`src/rtl/plic_ctx0.sv`:
```
// Machine-mode PLIC context 0: level gateways, priority arbiter,
// claim/complete register file and registered external-interrupt request.
//
// Ports:
//   CLK, RST           clock, synchronous active-high reset
//   IRQ[SRC_NUMS-1:0]  level interrupt lines, bit i = source ID i+1
//   RDEN/RIADDR        read request and address
//   RVALID/ROADDR/RDATA registered read response (region hits only)
//   WREN/WADDR/WDATA   single-cycle full-word write
//   INT_EN/INT_CODE    external interrupt pending, cause code 11
module plic_ctx0 #(
  parameter logic [31:0] BASE_ADDR = 32'h0C00_0000,
  parameter int          SRC_NUMS  = 8,
  parameter int          PRIO_BITS = 3
) (
  input  logic                CLK,
  input  logic                RST,
  input  logic [SRC_NUMS-1:0] IRQ,
  input  logic                RDEN,
  input  logic [31:0]         RIADDR,
  output logic [31:0]         ROADDR,
  output logic                RVALID,
  output logic [31:0]         RDATA,
  input  logic                WREN,
  input  logic [31:0]         WADDR,
  input  logic [31:0]         WDATA,
  output logic                INT_EN,
  output logic [3:0]          INT_CODE
);

  localparam logic [31:0] REGION_MASK = 32'hFC00_0000;
  localparam logic [25:0] OFF_PEND    = 26'h000_1000;
  localparam logic [25:0] OFF_EN      = 26'h000_2000;
  localparam logic [25:0] OFF_THR     = 26'h020_0000;
  localparam logic [25:0] OFF_CLAIM   = 26'h020_0004;

  logic [PRIO_BITS-1:0] r_prio [1:SRC_NUMS];
  logic [SRC_NUMS:1]    r_en;
  logic [SRC_NUMS:1]    r_pend;
  logic [SRC_NUMS:1]    r_insvc;
  logic [SRC_NUMS:1]    r_irq_q;
  logic [PRIO_BITS-1:0] r_thr;
  logic                 r_rvalid;
  logic [31:0]          r_roaddr;
  logic [31:0]          r_rdata;
  logic                 r_int_en;
  logic [3:0]           r_int_code;

  logic                 w_rhit;
  logic                 w_whit;
  logic [25:0]          w_roff;
  logic [25:0]          w_woff;
  logic                 w_claim;
  logic                 w_cmpl;
  logic [4:0]           w_cid;
  logic [4:0]           w_max_id;
  logic [PRIO_BITS-1:0] w_max_prio;
  logic                 w_req;
  logic [31:0]          w_rval;
  logic                 w_unused;

  assign w_roff  = RIADDR[25:0];
  assign w_woff  = WADDR[25:0];
  assign w_rhit  = RDEN && ((RIADDR & REGION_MASK) == BASE_ADDR);
  assign w_whit  = WREN && ((WADDR & REGION_MASK) == BASE_ADDR);
  assign w_claim = w_rhit && (w_roff == OFF_CLAIM);
  assign w_cmpl  = w_whit && (w_woff == OFF_CLAIM);
  assign w_cid   = WDATA[4:0];
  assign w_unused = ^WDATA;

  // Strict '>' against a zero seed: priority 0 never wins and
  // equal priorities keep the lowest ID found first.
  always_comb begin
    w_max_id   = '0;
    w_max_prio = '0;
    for (int n = 1; n <= SRC_NUMS; n++) begin
      if (r_pend[n] && r_en[n] && (r_prio[n] > w_max_prio)) begin
        w_max_id   = 5'(n);
        w_max_prio = r_prio[n];
      end
    end
  end

  assign w_req = (w_max_id != 5'd0) && (w_max_prio > r_thr);

  always_comb begin
    w_rval = '0;
    if (w_roff == OFF_PEND) begin
      w_rval = 32'({r_pend, 1'b0});
    end else if (w_roff == OFF_EN) begin
      w_rval = 32'({r_en, 1'b0});
    end else if (w_roff == OFF_THR) begin
      w_rval = 32'(r_thr);
    end else if (w_roff == OFF_CLAIM) begin
      w_rval = 32'(w_max_id);
    end else begin
      for (int n = 1; n <= SRC_NUMS; n++) begin
        if (w_roff == 26'(4 * n)) begin
          w_rval = 32'(r_prio[n]);
        end
      end
    end
  end

  always_ff @(posedge CLK) begin
    if (RST) begin
      for (int n = 1; n <= SRC_NUMS; n++) begin
        r_prio[n] <= '0;
      end
      r_en       <= '0;
      r_pend     <= '0;
      r_insvc    <= '0;
      r_irq_q    <= '0;
      r_thr      <= '0;
      r_rvalid   <= 1'b0;
      r_roaddr   <= '0;
      r_rdata    <= '0;
      r_int_en   <= 1'b0;
      r_int_code <= 4'd0;
    end else begin
      r_irq_q <= IRQ;
      if (w_whit && (w_woff == OFF_EN)) begin
        r_en <= WDATA[SRC_NUMS:1];
      end
      if (w_whit && (w_woff == OFF_THR)) begin
        r_thr <= WDATA[PRIO_BITS-1:0];
      end
      for (int n = 1; n <= SRC_NUMS; n++) begin
        if (w_whit && (w_woff == 26'(4 * n))) begin
          r_prio[n] <= WDATA[PRIO_BITS-1:0];
        end
        // A claim overrides both a fresh gateway request and a
        // same-cycle completion of the same source.
        if (w_claim && (w_max_id == 5'(n))) begin
          r_pend[n]  <= 1'b0;
          r_insvc[n] <= 1'b1;
        end else begin
          if (r_irq_q[n] && !r_insvc[n]) begin
            r_pend[n] <= 1'b1;
          end
          if (w_cmpl && (w_cid == 5'(n)) && r_en[n]) begin
            r_insvc[n] <= 1'b0;
          end
        end
      end
      r_int_en   <= w_req;
      r_int_code <= w_req ? 4'd11 : 4'd0;
      r_rvalid   <= w_rhit;
      if (w_rhit) begin
        r_roaddr <= RIADDR;
        r_rdata  <= w_rval;
      end
    end
  end

  assign RVALID   = r_rvalid;
  assign ROADDR   = r_roaddr;
  assign RDATA    = r_rdata;
  assign INT_EN   = r_int_en;
  assign INT_CODE = r_int_code;

endmodule
```
`config.mk`:
```
export PLATFORM = sky130hd
export DESIGN_NAME = plic_ctx0
export DESIGN_NICKNAME = d
export VERILOG_FILES = /design/src/rtl/plic_ctx0.sv
export SDC_FILE = /design/constraint.sdc
export NUM_CORES = 1
export LEC_CHECK = 0
export ABC_AREA = 1
export BUFFER_PORTS_ARGS = -buffer_cell sky130_fd_sc_hd__buf_2
export CAP_MARGIN = 0
export CORE_MARGIN = 1
export CORE_UTILIZATION = 56
export CTS_CLUSTER_SIZE = 10
export DETAILED_ROUTE_END_ITERATION = 10
export PLACE_DENSITY = 0.91
export SYNTH_ARGS = -nofsm -noshare
export SYNTH_HDL_FRONTEND = slang
export SYNTH_SLANG_ARGS = --single-unit
```
`constraint.sdc`:
```
create_clock -name CLK -period 17.9 [get_ports CLK]
set_input_delay 3.58 -clock CLK [delete_from_list [all_inputs] [get_ports CLK]]
set_output_delay 3.58 -clock CLK [all_outputs]
set_load 0.1 [all_outputs]
```
# --- Yosys cells after proc, flatten, opt, wreduce, memory -nomap -nowiden ---
# Memory sizes are Yosys's and may differ from the RTL's.
# Cells that the tools add are included.
totals:
  input_bits: 108
  n_memories: 1
  mem_bits_rw: 24
  out_inout_bits: 70
  ff_bits: 105
classes:
  n_eq_ne: 41
  reduce_logical: 88
  n_bitwise: 8
  muxes: 79
  magnitude_cmp: 9
mem_list:
  columns: ["name", "depth", "width", "read_ports", "rd_clocked_by_memory_dff", "write_ports", "line", "text"]
  rows:
  - ["r_prio", 8, 3, 8, 0, 8, "37", "logic [PRIO_BITS-1:0] r_prio [1:SRC_NUMS];"]
ops:
  columns: ["op", "count"]
  rows:
  - ["32-bit two-way mux", 11]
  - ["26-bit by 5-bit equality test with 1-bit output, second input constant", 8]
  - ["26-bit by 22-bit equality test with 1-bit output, second input constant", 4]
  - ["26-bit by 4-bit equality test with 1-bit output, second input constant", 4]
  - ["1-bit logical AND", 63]
  - ["26-bit by 14-bit equality test with 1-bit output, second input constant", 2]
  - ["26-bit by 3-bit equality test with 1-bit output, second input constant", 2]
  - ["26-bit by 6-bit equality test with 1-bit output, second input constant", 2]
  - ["3-bit two-way mux", 17]
  - ["1-bit two-way mux", 43]
  - ["5-bit by 3-bit equality test with 1-bit output, second input constant", 8]
  - ["5-bit two-way mux", 6]
  - ["26-bit by 13-bit equality test with 1-bit output, second input constant", 1]
  - ["3-bit greater-than comparator", 8]
  - ["5-bit by 2-bit equality test with 1-bit output, second input constant", 4]
  - ["2-bit nonzero test", 8]
  - ["2-bit OR reduction", 8]
  - ["6-bit by 2-bit equality test with 1-bit output, second input constant", 2]
  - ["5-bit by 1-bit equality test with 1-bit output, second input constant", 2]
  - ["5-bit by 4-bit equality test with 1-bit output, second input constant", 2]
  - ["1-bit zero test", 8]
  - ["1-bit bitwise OR", 8]
  - ["5-bit nonzero test", 1]
  - ["4-bit two-way mux", 1]
  - ["other kinds (2)", 2]

# --- Logic depth before layout (Yosys ltp) ---
# Gate-level depths: netlist of the first run.
# An unclocked memory read counts as a cell.
depth:
  ltp_word: 29
  mapped_depth: 61
  depth_no_buf: 61

# --- Worst setup path before layout of the first run ---
# Ideal clock, no wire load.
synth_timing:
  path_kind: "register -> register"
  from: "reg r_en[1] (netlist name)"
  to: "reg r_int_code[1] (netlist: INT_CODE[1])"
  required_ns: 17.787
  period_less_slack_ns: 7.862
  t_arrival_ns: 7.749
  path_stages_with_launch: 58
  setup_slack_ns: 10.038
  cell_sequence: "dfxtp_1 -> nand2_1 -> inv_2 -> nand2_1 -> ha_1 -> a21oi_1 -> nand2_1 -> nand2_4 -> nand2_1 -> o21ai_1 -> ha_1 -> inv_1 -> nor2_2 -> nor2_4 -> nand2_4 -> nand2_1 -> o21ai_0 -> ha_1 -> [22 not listed] -> nand2_1 -> o21ai_0 -> nand4_1 -> nand2_1 -> o21ai_0 -> ha_1 -> nand2_1 -> o21ai_0 -> nand4_2 -> inv_1 -> o21ai_0 -> ha_1 -> a21oi_1 -> o21ai_0 -> nand2_1 -> nor2_1 -> o21ai_1 -> inv_1"
synth_between:
  elab_chain_len: 27
  word_cells_on_any_way: 36
  classes_between: "order compare: 8; mux: 17; reduce/logical: 11"
synth_rtl:
  columns: ["element", "line", "text"]
  rows:
  - ["start, declared", "38", "logic [SRC_NUMS:1] r_en;"]
  - ["start signal, assigned", "123", "r_en <= WDATA[SRC_NUMS:1];"]
  - ["1-bit logical AND (*) (2 in a row)", "77", "if (r_pend[n] && r_en[n] && (r_prio[n] > w_max_prio)) begin"]
  - ["3-bit two-way mux", "77", null]
  - ["3-bit greater-than comparator", "77", null]
  - ["1-bit logical AND", "77", null]
  - ["3-bit two-way mux", "77", null]
  - ["3-bit greater-than comparator", "77", null]
  - ["1-bit logical AND", "77", null]
  - ["3-bit two-way mux", "77", null]
  - ["[10 not listed]", null, null]
  - ["1-bit logical AND", "77", null]
  - ["3-bit two-way mux", "77", null]
  - ["3-bit greater-than comparator", "77", null]
  - ["1-bit logical AND", "77", null]
  - ["3-bit two-way mux or 5-bit two-way mux (tied branches)", "77", null]
  - ["3-bit greater-than comparator or 5-bit nonzero test (tied branches)", "84", "assign w_req = (w_max_id != 5'd0) && (w_max_prio > r_thr);"]
  - ["1-bit logical AND (*)", "84", null]
  - ["4-bit two-way mux (*)", "147", "r_int_code <= w_req ? 4'd11 : 4'd0;"]
  - ["end signal, assigned", "147", null]
  - ["end, declared", "47", "logic [3:0] r_int_code;"]
# Every way passes the cells marked *; elsewhere a longest branch is shown, timed or not.
# A chain may end at the register's enable or synchronous reset.

# --- Final worst setup path of the first run ---
# Same ends and word-level chain as after synthesis.

==> results of run 1 <==
Yosys cell counts (all sizes together) (3+ instances only):
| cell type | number |
|---|---|
| a211oi | 7 |
| or2 | 5 |
| o21ai | 58 |
| inv | 118 |
| edfxtp | 24 |
| ha | 17 |
| a21oi | 39 |
| buf | 30 |
| nor4 | 21 |
| nand2 | 118 |
| nand3 | 56 |
| o31ai | 3 |
| nand4 | 21 |
| o21bai | 3 |
| nor3 | 27 |
| clkbuf | 20 |
| o211ai | 7 |
| o221ai | 3 |
| dfxtp | 78 |
| nor2 | 143 |
critical path, delay by kind of cell, from the launching register on:
family	cells	cell delay, ns
fa+ha+maj	8	2.48
simple gates	29	3.29
flops	1	0.44
compound gates	13	2.37
buf+inv	4	0.55
logic make-up (layout without fill, tap and decap cells):
kind of cell    after synthesis  count (layout)  share of synthesized area, %
compound gates              127             127                         12.76
fa+ha+maj                    17              17                         3.604
buf+inv                     169             268                         12.49
flops                       102             102                         38.67
other cells                   1              24                       0.06354
simple gates                395             395                         32.41
per-stage QoR:
step	worst slack (ns)	cells	instance area, um2
2_1_floorplan	10.04	834	5988
3_5_place_dp	8.847	1053	6543
6_report	8.619	1069	6766
5_1_grt	7.814	1069	6766
3_3_place_gp	9.070	1053	6543
4_1_cts	8.753	1069	6766
path summary, 6_finish.rpt:
kind | from | to | slack (ns) | cells past startpoint
min | ROADDR[28] | ROADDR[28] | 0.45 | 2
min reg2reg | ROADDR[28] | ROADDR[28] | 0.45 | 2
max reg2reg | r_en[1] | INT_CODE[1] | 8.62 | 54
max | r_en[1] | INT_CODE[1] | 8.62 | 54
metal layers:
| metal | track usage [%] | part of all wire, % | vias up |
|---|---|---|---|
| met5 | 0 | 0 | - |
| met2 | 46.40 | 45 | 326 |
| met3 | 4.616 | 9.6 | 51 |
| met1 | 34.35 | 41 | 2631 |
| li1 | - | - | 2880 |
| met4 | 12.27 | 3.7 | 0 |
state kept, by name, indices dropped and copies added, names as in the netlist, 3 cells and up:
name / flops
r_irq_q: 8
r_thr: 3
r_en: 8
ROADDR: 32
r_prio: 24
r_pend: 8
r_insvc: 8
RDATA: 9
power breakdown:
part	switching (uW)	leakage (uW)	internal [uW]
clock network	93.9	0.000112	70.0
logic	47.7	0.00215	14.1
registers	5.08	0.000860	241
area by class of cell:
type | count | area, um2 | area share, %
Clock buffer | 9 | 123.9 | 1.831
Sequential cell | 102 | 2282 | 33.73
Timing Repair Buffer | 133 | 673.1 | 9.948
Clock inverter | 7 | 100.1 | 1.479
Tap cell | 136 | 170.2 | 2.515
Inverter | 119 | 447.9 | 6.620
Multi-Input combinational cell | 563 | 2969 | 43.88
layout by cell type, fill, tap and decap left out, types with 3 or more instances in the layout:
| master | instances |
|---|---|
| a211oi_1 | 7 |
| o31ai_1 | 3 |
| clkbuf_8 | 9 |
| nand4_1 | 20 |
| nand2_4 | 7 |
| inv_1 | 111 |
| nor4_1 | 21 |
| edfxtp_1 | 24 |
| o221ai_1 | 3 |
| nand2_1 | 94 |
| or2_2 | 5 |
| dfxtp_1 | 78 |
| nand3_2 | 13 |
| a21oi_1 | 33 |
| nor2_1 | 138 |
| nor3_1 | 26 |
| o21ai_0 | 48 |
| conb_1 | 24 |
| inv_2 | 7 |
| nand3_1 | 43 |
| o21ai_1 | 9 |
| o211ai_1 | 7 |
| a21oi_2 | 6 |
| nand2_2 | 17 |
| ha_1 | 17 |
| buf_4 | 3 |
| buf_2 | 130 |
| nor2_2 | 3 |
==> summary.txt, run 1 <==
Clock network
  – Num CTS Buffers: 9
  – Setup bufs post-CTS: 0
  – CTS max path bufs: 2
  – CTS tree: built
  – Cts hold-fix bufs: 0
  – Cts repair resizes: 0
  – Worst-Skew Late Latency: a little under 0.4 ns
  – Worst-path clk slew: 0.12 ns
  – Clock sink count: 102
  – CTS root buffer: clkbuf_8
  – H-tree depth: 3

Setup path
  – Worst setup SP type: flop
  – Crit-path most repeated cell: o21ai_0
  – Crit Path Category: reg -> reg
  – Arrival @ worst endpoint: roughly 9.6 ns
  – CP Max Fanout: 10
  – Critical Path RT: 18.19 ns
  – Setup crit end kind: flop
  – Slowest Stage Delay on Critical Path: roughly 0.44 ns
  – Highest-delay cell along the critical path: dfxtp_1

Layout
  – Post-layout nets: between 1,000 and 1,500
  – Fillers: 902
  – Share of cells above drive strength 1: a little under a quarter
  – Post-layout util: 65.84%
  – Area Growth Syn to Fin: 14.65%
  – Antenna diodes: 0

Drt
  – Drt via density: between 5 and 6
  – DRC viols: 0
  – DRT iter0 DRCs: ~490
  – WL/cell: 13.99 um
  – Routed Antenna Nets: 0
  – Final wirelength: approximately 15 mm
  – Vias: between 5,000 and 6,000
  – Drt first pass iters: 7

Timing
  – RSZ-0062 raised after global routing: false
  – Slew Viols, Final: 0
  – Clock Skews: between 0.015 and 0.02 ns
  – Max Fclk: about 0.11 GHz
  – Tcrit/Tclk final: between 50% and 60%
  – Setup violators final: 0
  – Slew margin rel.: a little over a quarter
  – Hold Fails Final Rpt: 0
  – Post-layout minimum cycle time: roughly 9.3 ns
  – TNS Setup: 0 ns
  – Hold slack: about 0.45 ns
  – Worst-Margin Slew: approximately 1.1 ns

Floorplanning
  – Die ar.: roughly 11,000 um2
  – Chip width: roughly 100 um
  – Core Rows: 37
  – I/O pin count: 178
  – Initial Utilization: a little under three fifths
  – Core Footprint: 10,280 um2
  – Die Height: about 100 um

Synthesis
  – Syn avg cell area: slightly above 7 um2
  – Synth Flop Type: dfxtp_1
  – Post-synth cell types: 43
  – Async SR Flop Fraction: 0%
  – Top cells by area, synth: dfxtp_1 (26%), edfxtp_1 (12%), nor2_1 (8.8%)
  – Proportion of netlist area held by the largest area contributor: approximately a quarter
  – Sequential share of the synthesized area: between 30% and 40%
  – EDFF count, synth: 24
  – Largest area contributor in the netlist: dfxtp_1
  – Synth Register Bits: about 100
  – Mapped Cells: ~800
  – YS warnings: 0
  – Synthesized area: 5902 um2

Hold path
  – Hold Path Class: reg -> reg

Placed design
  – Port bufs: 130
  – HPWL Detailed: 11.66 mm
  – Gpl congestion: 0.9402

GRT
  – Vias in the first global route: between 5,000 and 6,000
  – Largest net degree at the start of global routing: 42
  – First-pass GRT wire length: around 24 mm
  – GRT Residual Overflow: 0
  – Total Routing Usage GR: a little over a quarter
  – Initial antenna violation count: 0

Pwr
  – Leakage: around 0.0031 uW
  – Tot Pwr: 471.5 uW
  – P per Cell Area: around 70 nW/um2
  – VDD IR max: between 0.04 and 0.05 mV

Status
  – Status: completed

Flow run
  – Max-cap viol count: 0
Power figures use the tool's default switching activity.
==> run 2: changes to the inputs <==
Settings changed: CORE_UTILIZATION 56 to 52, PLACE_DENSITY 0.91 to 0.86.
Clock period 17.9 ns to 8.9 ns, I/O delays scaled along.
==> run 2 against run 1 <==
  * Count of clock-buffer cells in the layout stayed put
  * Worst setup slack worse by 7.8 ns
  * Largest cell class unchanged
  * Highest routed layer unchanged
  * Sequential power is 100% higher
  * Non-clock buffer count is 4 higher
  * Critical path type unchanged
  * Wire length is 0.23% lower
  * Combinational power is 100% higher
  * Register-to-register slack worse by 7.8 ns
==> summary.txt, run 2 (synthesis results as in run 1) <==
Timing
  – Hold Fails Final Rpt: 0 (unchanged)
  – Setup ws final: 0.7807 ns (was 8.619 ns)
  – Post-layout minimum cycle time: 8.119 ns (was 9.281 ns)
  – Slew margin rel.: 18.02% (was 26.10%)
  – Worst-Margin Slew: 1.220 ns (was 1.100 ns)
  – RSZ-0062 raised after global routing: false (unchanged)
  – Clock Skews: 0.008927 ns (was 0.01516 ns)
  – Hold slack: 0.4413 ns (was 0.4472 ns)
  – Tcrit/Tclk final: 91.23% (was 51.85%)
  – Slew Viols, Final: 0 (unchanged)
  – TNS Setup: 0 ns (unchanged)
  – Max Fclk: 0.1232 GHz (was 0.1077 GHz)
  – Setup violators final: 0 (unchanged)

Layout
  – Area Growth Syn to Fin: 16.51% (was 14.65%)
  – Share of cells above drive strength 1: 23.82% (was 22.94%)
  – Antenna diodes: 0 (unchanged)
  – Max reg flops: 32 (unchanged)
  – Commonest non-fill, non-tap cells in the layout: nor2_1 (138), buf_2 (130), inv_1 (110) (was nor2_1 (138), buf_2 (130), inv_1 (111))
  – Post-layout nets: 1,057 (was 1,053)
  – Commonest non-fill, non-tap cell in the layout: nor2_1 (unchanged)
  – Fillers: 958 (was 902)

Setup path
  – Setup crit end kind: flop (unchanged)
  – Buf/Inv on CP: 5 (was 4)
  – Highest-delay cell along the critical path: edfxtp_1 (was dfxtp_1)
  – Slowest Stage Delay on Critical Path: 0.41 ns (was 0.44 ns)
  – CP Max Fanout: 8 (was 10)
  – Crit-path most repeated cell: ha_1 (was o21ai_0)
  – Worst setup SP type: flop (unchanged)
  – FF-to-FF path depth: 57 (was 54)
  – Arrival @ worst endpoint: 8.37 ns (was 9.57 ns)
  – Crit Path Category: reg -> reg (unchanged)
  – WP depth: 57 (was 54)
  – Cell family with most CP delay: simple AND/OR/NAND/NOR gates (unchanged)
  – Critical Path RT: 9.15 ns (was 18.19 ns)

GRT
  – GRT Residual Overflow: 0 (unchanged)
  – Total Routing Usage GR: 25.79% (was 27.46%)
  – First-pass GRT wire length: 23.58 mm (was 24.38 mm)
  – Initial antenna violation count: 0 (unchanged)
  – Largest net degree at the start of global routing: 48 (was 42)
  – Vias in the first global route: 5,136 (was 5,352)

Floorplanning
  – I/O pin count: 178 (unchanged)
  – Core Footprint: 10,940 um2 (was 10,280 um2)
  – Die Height: 108.5 um (was 104.7 um)
  – Initial Utilization: 53.97% (was 57.43%)
  – Chip width: 108.5 um (was 104.7 um)
  – Core Rows: 38 (was 37)
  – Die ar.: 11,780 um2 (was 10,950 um2)

Pwr
  – Tot Pwr: 992.2 uW (was 471.5 uW)
  – P per Cell Area: 144.3 nW/um2 (was 69.68 nW/um2)
  – Leakage: 0.003163 uW (was 0.003118 uW)
  – VDD IR max: 0.09407 mV (was 0.04304 mV)

Clock network
  – Worst-Skew Late Latency: 0.35 ns (was 0.39 ns)
  – CTS max path bufs: 2 (unchanged)
  – CTS root buffer: clkbuf_16 (was clkbuf_8)
  – Num CTS Buffers: 9 (unchanged)
  – CTS tree: built (unchanged)
  – H-tree depth: 3 (unchanged)
  – Cts hold-fix bufs: 0 (unchanged)
  – Clock sink count: 102 (unchanged)
  – Worst-path clk slew: 0.07 ns (was 0.12 ns)

Placed design
  – Gpl congestion: 0.9272 (was 0.9402)
  – Port bufs: 130 (unchanged)
  – Place WS: 0.3206 ns (was 8.847 ns)
  – HPWL Detailed: 11.48 mm (was 11.66 mm)

Drt
  – Drt first pass iters: 5 (was 7)
  – Vias: 5,765 (was 5,888)
  – Routed Antenna Nets: 0 (unchanged)
  – WL/cell: 13.86 um (was 13.99 um)
  – Drt via density: 5.358 (was 5.508)
  – Final wirelength: 14.92 mm (was 14.95 mm)
  – DRC viols: 0 (unchanged)
  – DRT iter0 DRCs: 527 (was 487)

Flow run
  – Max-cap viol count: 0 (unchanged)

Hold path
  – Hold Path Class: reg -> reg (unchanged)
  – Hold Path Depth: 2 (unchanged)

Status
  – Status: completed (unchanged)
==> run 2: cell types whose count changed in the layout (fill, tap and decap cells not counted), moves of 2 or more <==
cell,previous run,this run
nand2_1,94,92
clkbuf_16,0,9
o21ai_0,48,43
buf_4,3,7
clkbuf_8,9,0
nand2_2,17,19
inv_6,2,0
o21ai_1,9,13
==> run 2: per-layer routing <==
layer	wire length [um]	track usage, %	up-vias
li1	-	-	2894
met2	6688	42.50	283
met4	484	11.87	0
met5	0	0	-
met3	1343	4.219	40
met1	6399	32.96	2548
==> run 2: area by class of cell <==
cell class	instances	area (um2)	share of cell area [%]
timing repair buffer	137	703.2	10.23
clock inverter	6	58.81	0.8552
inverter	119	447.9	6.514
sequential	102	2283	33.21
clock buffer	9	225.2	3.275
multi-input combinational	563	2983	43.38
tap	140	175.2	2.547
==> run 2: timing repair <==
action | 4_1_cts | 5_1_grt
endpoints found under the setup margin | 0 | 18
resized for setup | 0 | 11
hold endpoints to repair | 0 | 0
setup buffers | 0 | 1
==> run 2: final timing paths <==
check,from,to,slack [ns]
max,r_prio[0][5],INT_CODE[1],0.78
max reg2reg,r_prio[0][5],INT_CODE[1],0.78
min,ROADDR[28],ROADDR[28],0.44
min reg2reg,ROADDR[28],ROADDR[28],0.44
==> run 2: where the power goes <==
group,leakage (uW),internal (uW),switching (uW)
combinational,0.00217,28.1,96.0
sequential,0.000861,484,9.72
clock,0.000137,193,181
total,0.00316,706,286
==> run 2: worst min-delay path: stages (launching register included) <==
cell     delay [ns]
dfxtp_1        0.31
nand2_1        0.06
nor2_1         0.04
==> run 2: stage by stage <==
| step | cell area, um2 | utilization, % | std cells |
|---|---|---|---|
| after detailed placement | 6570 | 60.08 | 1060 |
| after floorplan | 5988 | - | 834 |
| after global placement | 6570 | 60.08 | 1060 |
| final | 6877 | 62.88 | 1076 |
| after global routing | 6877 | 62.88 | 1076 |
| after CTS | 6854 | 62.68 | 1075 |
==> run 3: changes to the inputs <==
Settings changed: CORE_UTILIZATION 52 to 25, PLACE_DENSITY 0.86 to 0.5.
==> run 3 against run 2 <==
  * Critical path depth rose by 1
  * Sequential cell count did not move
  * Worst setup slack got worse by 0.052 ns
  * Global-route usage fell by 12 points
  * Cell count rose by 16%
  * Clock skew fell by 0.00073 ns
  * Non-clock buffer count rose by 2
  * Worst hold slack improved by 0.00058 ns
  * Die area rose by 110%
  * Count of clock-buffer cells in the layout rose by 3
  * Highest routed layer unchanged
==> summary.txt, run 3 (synthesis results as in run 1) <==
Placed design
  – HPWL Detailed: 13.60 mm (was 11.48 mm)
  – Gpl congestion: 0.8632 (was 0.9272)
  – Port bufs: 130 (unchanged)

Timing
  – Slew margin rel.: 22.06% (was 18.02%)
  – Post-layout minimum cycle time: 8.172 ns (was 8.119 ns)
  – Setup violators final: 0 (unchanged)
  – TNS Setup: 0 ns (unchanged)
  – Worst-Margin Slew: 1.160 ns (was 1.220 ns)
  – Clock Skews: 0.008197 ns (was 0.008927 ns)
  – Max Fclk: 0.1224 GHz (was 0.1232 GHz)
  – Slew Viols, Final: 0 (unchanged)
  – Hold Fails Final Rpt: 0 (unchanged)
  – Tcrit/Tclk final: 91.82% (was 91.23%)
  – RSZ-0062 raised after global routing: false (unchanged)

Clock network
  – Num CTS Buffers: 9 (unchanged)
  – Cts hold-fix bufs: 0 (unchanged)
  – Worst-Skew Late Latency: 0.35 ns (about the same)
  – CTS root buffer: clkbuf_16 (unchanged)
  – CTS max path bufs: 2 (unchanged)
  – H-tree depth: 3 (unchanged)
  – Worst-path clk slew: 0.07 ns (about the same)
  – CTS tree: built (unchanged)
  – Clock sink count: 102 (unchanged)

Layout
  – Antenna diodes: 0 (unchanged)
  – Max reg flops: 32 (unchanged)
  – Commonest non-fill, non-tap cell in the layout: nor2_1 (unchanged)
  – Share of cells above drive strength 1: 23.56% (was 23.82%)
  – Commonest non-fill, non-tap cells in the layout: nor2_1 (138), buf_2 (130), inv_1 (111) (was nor2_1 (138), buf_2 (130), inv_1 (110))
  – Post-layout nets: 1,059 (was 1,057)
  – Area Growth Syn to Fin: 20.27% (was 16.51%)

Pwr
  – VDD IR max: 0.08180 mV (was 0.09407 mV)
  – Psw: 274.0 uW (was 286.4 uW)
  – P per Cell Area: 139.5 nW/um2 (was 144.3 nW/um2)
  – Sequential Power Share: 50.0% (was 49.8%)
  – Leakage: 0.003171 uW (was 0.003163 uW)
  – Switching part of the total: 27.67% (was 28.86%)
  – Tot Pwr: 990.2 uW (was 992.2 uW)
  – Comb pwr share: 12.6% (was 12.5%)
  – Clock power frac: 37.4% (was 37.7%)
  – Power Internal: 716.2 uW (was 705.9 uW)

Hold path
  – Hold endpoint: ROADDR[31] (was ROADDR[28])
  – Hold Path Class: reg -> reg (unchanged)
  – Hold Startpoint: ROADDR[31] (was ROADDR[28])
  – Hold Path Depth: 2 (unchanged)

Floorplanning
  – Chip width: 155.6 um (was 108.5 um)
  – Core Footprint: 22,920 um2 (was 10,940 um2)
  – I/O pin count: 178 (unchanged)
  – Die Height: 155.6 um (was 108.5 um)
  – Initial Utilization: 25.75% (was 53.97%)
  – Core Rows: 55 (was 38)
  – Die ar.: 24,230 um2 (was 11,780 um2)

Flow run
  – Max-cap viol count: 0 (unchanged)

Setup path
  – Crit-path most repeated cell: nand2_1 (was ha_1)
  – Crit Path Category: reg -> reg (unchanged)
  – FF-to-FF path depth: 58 (was 57)
  – R2R Path End: INT_CODE[1] (unchanged)
  – CP Max Fanout: 8 (unchanged)
  – Reg2Reg Launch Point: r_pend[1] (was r_prio[0][5])
  – Slowest Stage Delay on Critical Path: 0.40 ns (was 0.41 ns)
  – Arrival @ worst endpoint: 8.42 ns (was 8.37 ns)
  – Critical Path RT: 9.15 ns (about the same)
  – Highest-delay cell along the critical path: dfxtp_1 (was edfxtp_1)
  – Worst setup SP type: flop (unchanged)
  – FF-to-FF setup slack: 0.73 ns (was 0.78 ns)
  – Setup crit end kind: flop (unchanged)

Drt
  – Routed Antenna Nets: 0 (unchanged)
  – DRC viols: 0 (unchanged)
  – WL/cell: 13.49 um (was 13.86 um)
  – Drt via density: 4.453 (was 5.358)
  – Vias: 5,571 (was 5,765)
  – DRT iter0 DRCs: 345 (was 527)
  – Drt first pass iters: 4 (was 5)
  – Final wirelength: 16.87 mm (was 14.92 mm)

GRT
  – Vias in the first global route: 5,124 (was 5,136)
  – Initial antenna violation count: 0 (unchanged)
  – Total Routing Usage GR: 14.21% (was 25.79%)
  – GRT Residual Overflow: 0 (unchanged)
  – First-pass GRT wire length: 26.70 mm (was 23.58 mm)
  – Largest net degree at the start of global routing: 45 (was 48)

Status
  – Status: completed (unchanged)
[run 3: changes by cell type in the layout (fill, tap and decap cells not counted), sizes merged]
cell / delta
clkbuf: +3
inv: -2
buf: +2
clkinv: -1
[run 3: repair_timing]
| action | 4_1_cts | 5_1_grt |
|---|---|---|
| setup buffers | 0 | 1 |
| resized for setup | 0 | 9 |
| endpoints found under the setup margin | 0 | 14 |
[run 3: how the worst max path moves through the flow]
stage                          from     endpoint  slack [ns]  cells after the start
final                     r_pend[1]  INT_CODE[1]        0.73                     58
after CTS                 r_pend[1]  INT_CODE[1]        0.35                     53
after global placement    r_pend[1]  INT_CODE[1]        0.42                     54
after detailed placement  r_pend[1]  INT_CODE[1]        0.39                     53
after floorplan             r_en[1]  INT_CODE[1]        1.04                     57
after global routing      r_pend[1]  INT_CODE[1]       0.009                     59
[run 3: power groups by stage]
stage          Sequential [uW]  Clock (uW)  Combinational [uW]
2_1_floorplan              508           0                91.7
3_3_place_gp               505           0                 124
3_5_place_dp               505           0                 125
4_1_cts                    495         383                 125
5_1_grt                    496         399                 136
6_report                   495         371                 125
[run 3: through the flow]
stage / util (%) / instance area [um2] / worst slack (ns) / std cells / hold slack [ns]
floorplan: - / 5988 / 1.038 / 834 / 0.4465
global placement: 29.68 / 6802 / 0.4200 / 1235 / 0.4286
detailed placement: 29.68 / 6802 / 0.3943 / 1235 / 0.4329
CTS: 30.89 / 7079 / 0.3513 / 1250 / 0.4428
global route: 30.97 / 7098 / 0.009377 / 1251 / 0.4613
finish: 30.97 / 7098 / 0.7283 / 1251 / 0.4419
[run 3: area by class of cell]
type,count,area (um2)
multi-input cells,563,2980
fillers,2523,15820
inverters,119,447.9
clock buffers,12,256.5
clock inverters,3,21.27
repair buffers,139,718.2
well taps,313,391.6
flip-flops and latches,102,2282
[run 3: worst max-delay path: cells and delay by family (launching register included)]
kind                     cells  cell delay, ns
flip-flops                   1            0.40
AND/OR/NAND/NOR             31            3.10
buffers and inverters        5            0.40
adder cells (fa/ha/maj)      8            2.43
AO/OA/AOI/OAI               14            1.70
[run 3: routing by layer]
layer	routed length, um	up-vias	part of all wire, %	global-route usage, %
li1	-	2883	-	-
met2	7107	174	42	22.10
met4	302	0	1.8	4.669
met1	8413	2499	50	19.19
met3	1046	15	6.2	3.472
met5	0	-	0	0
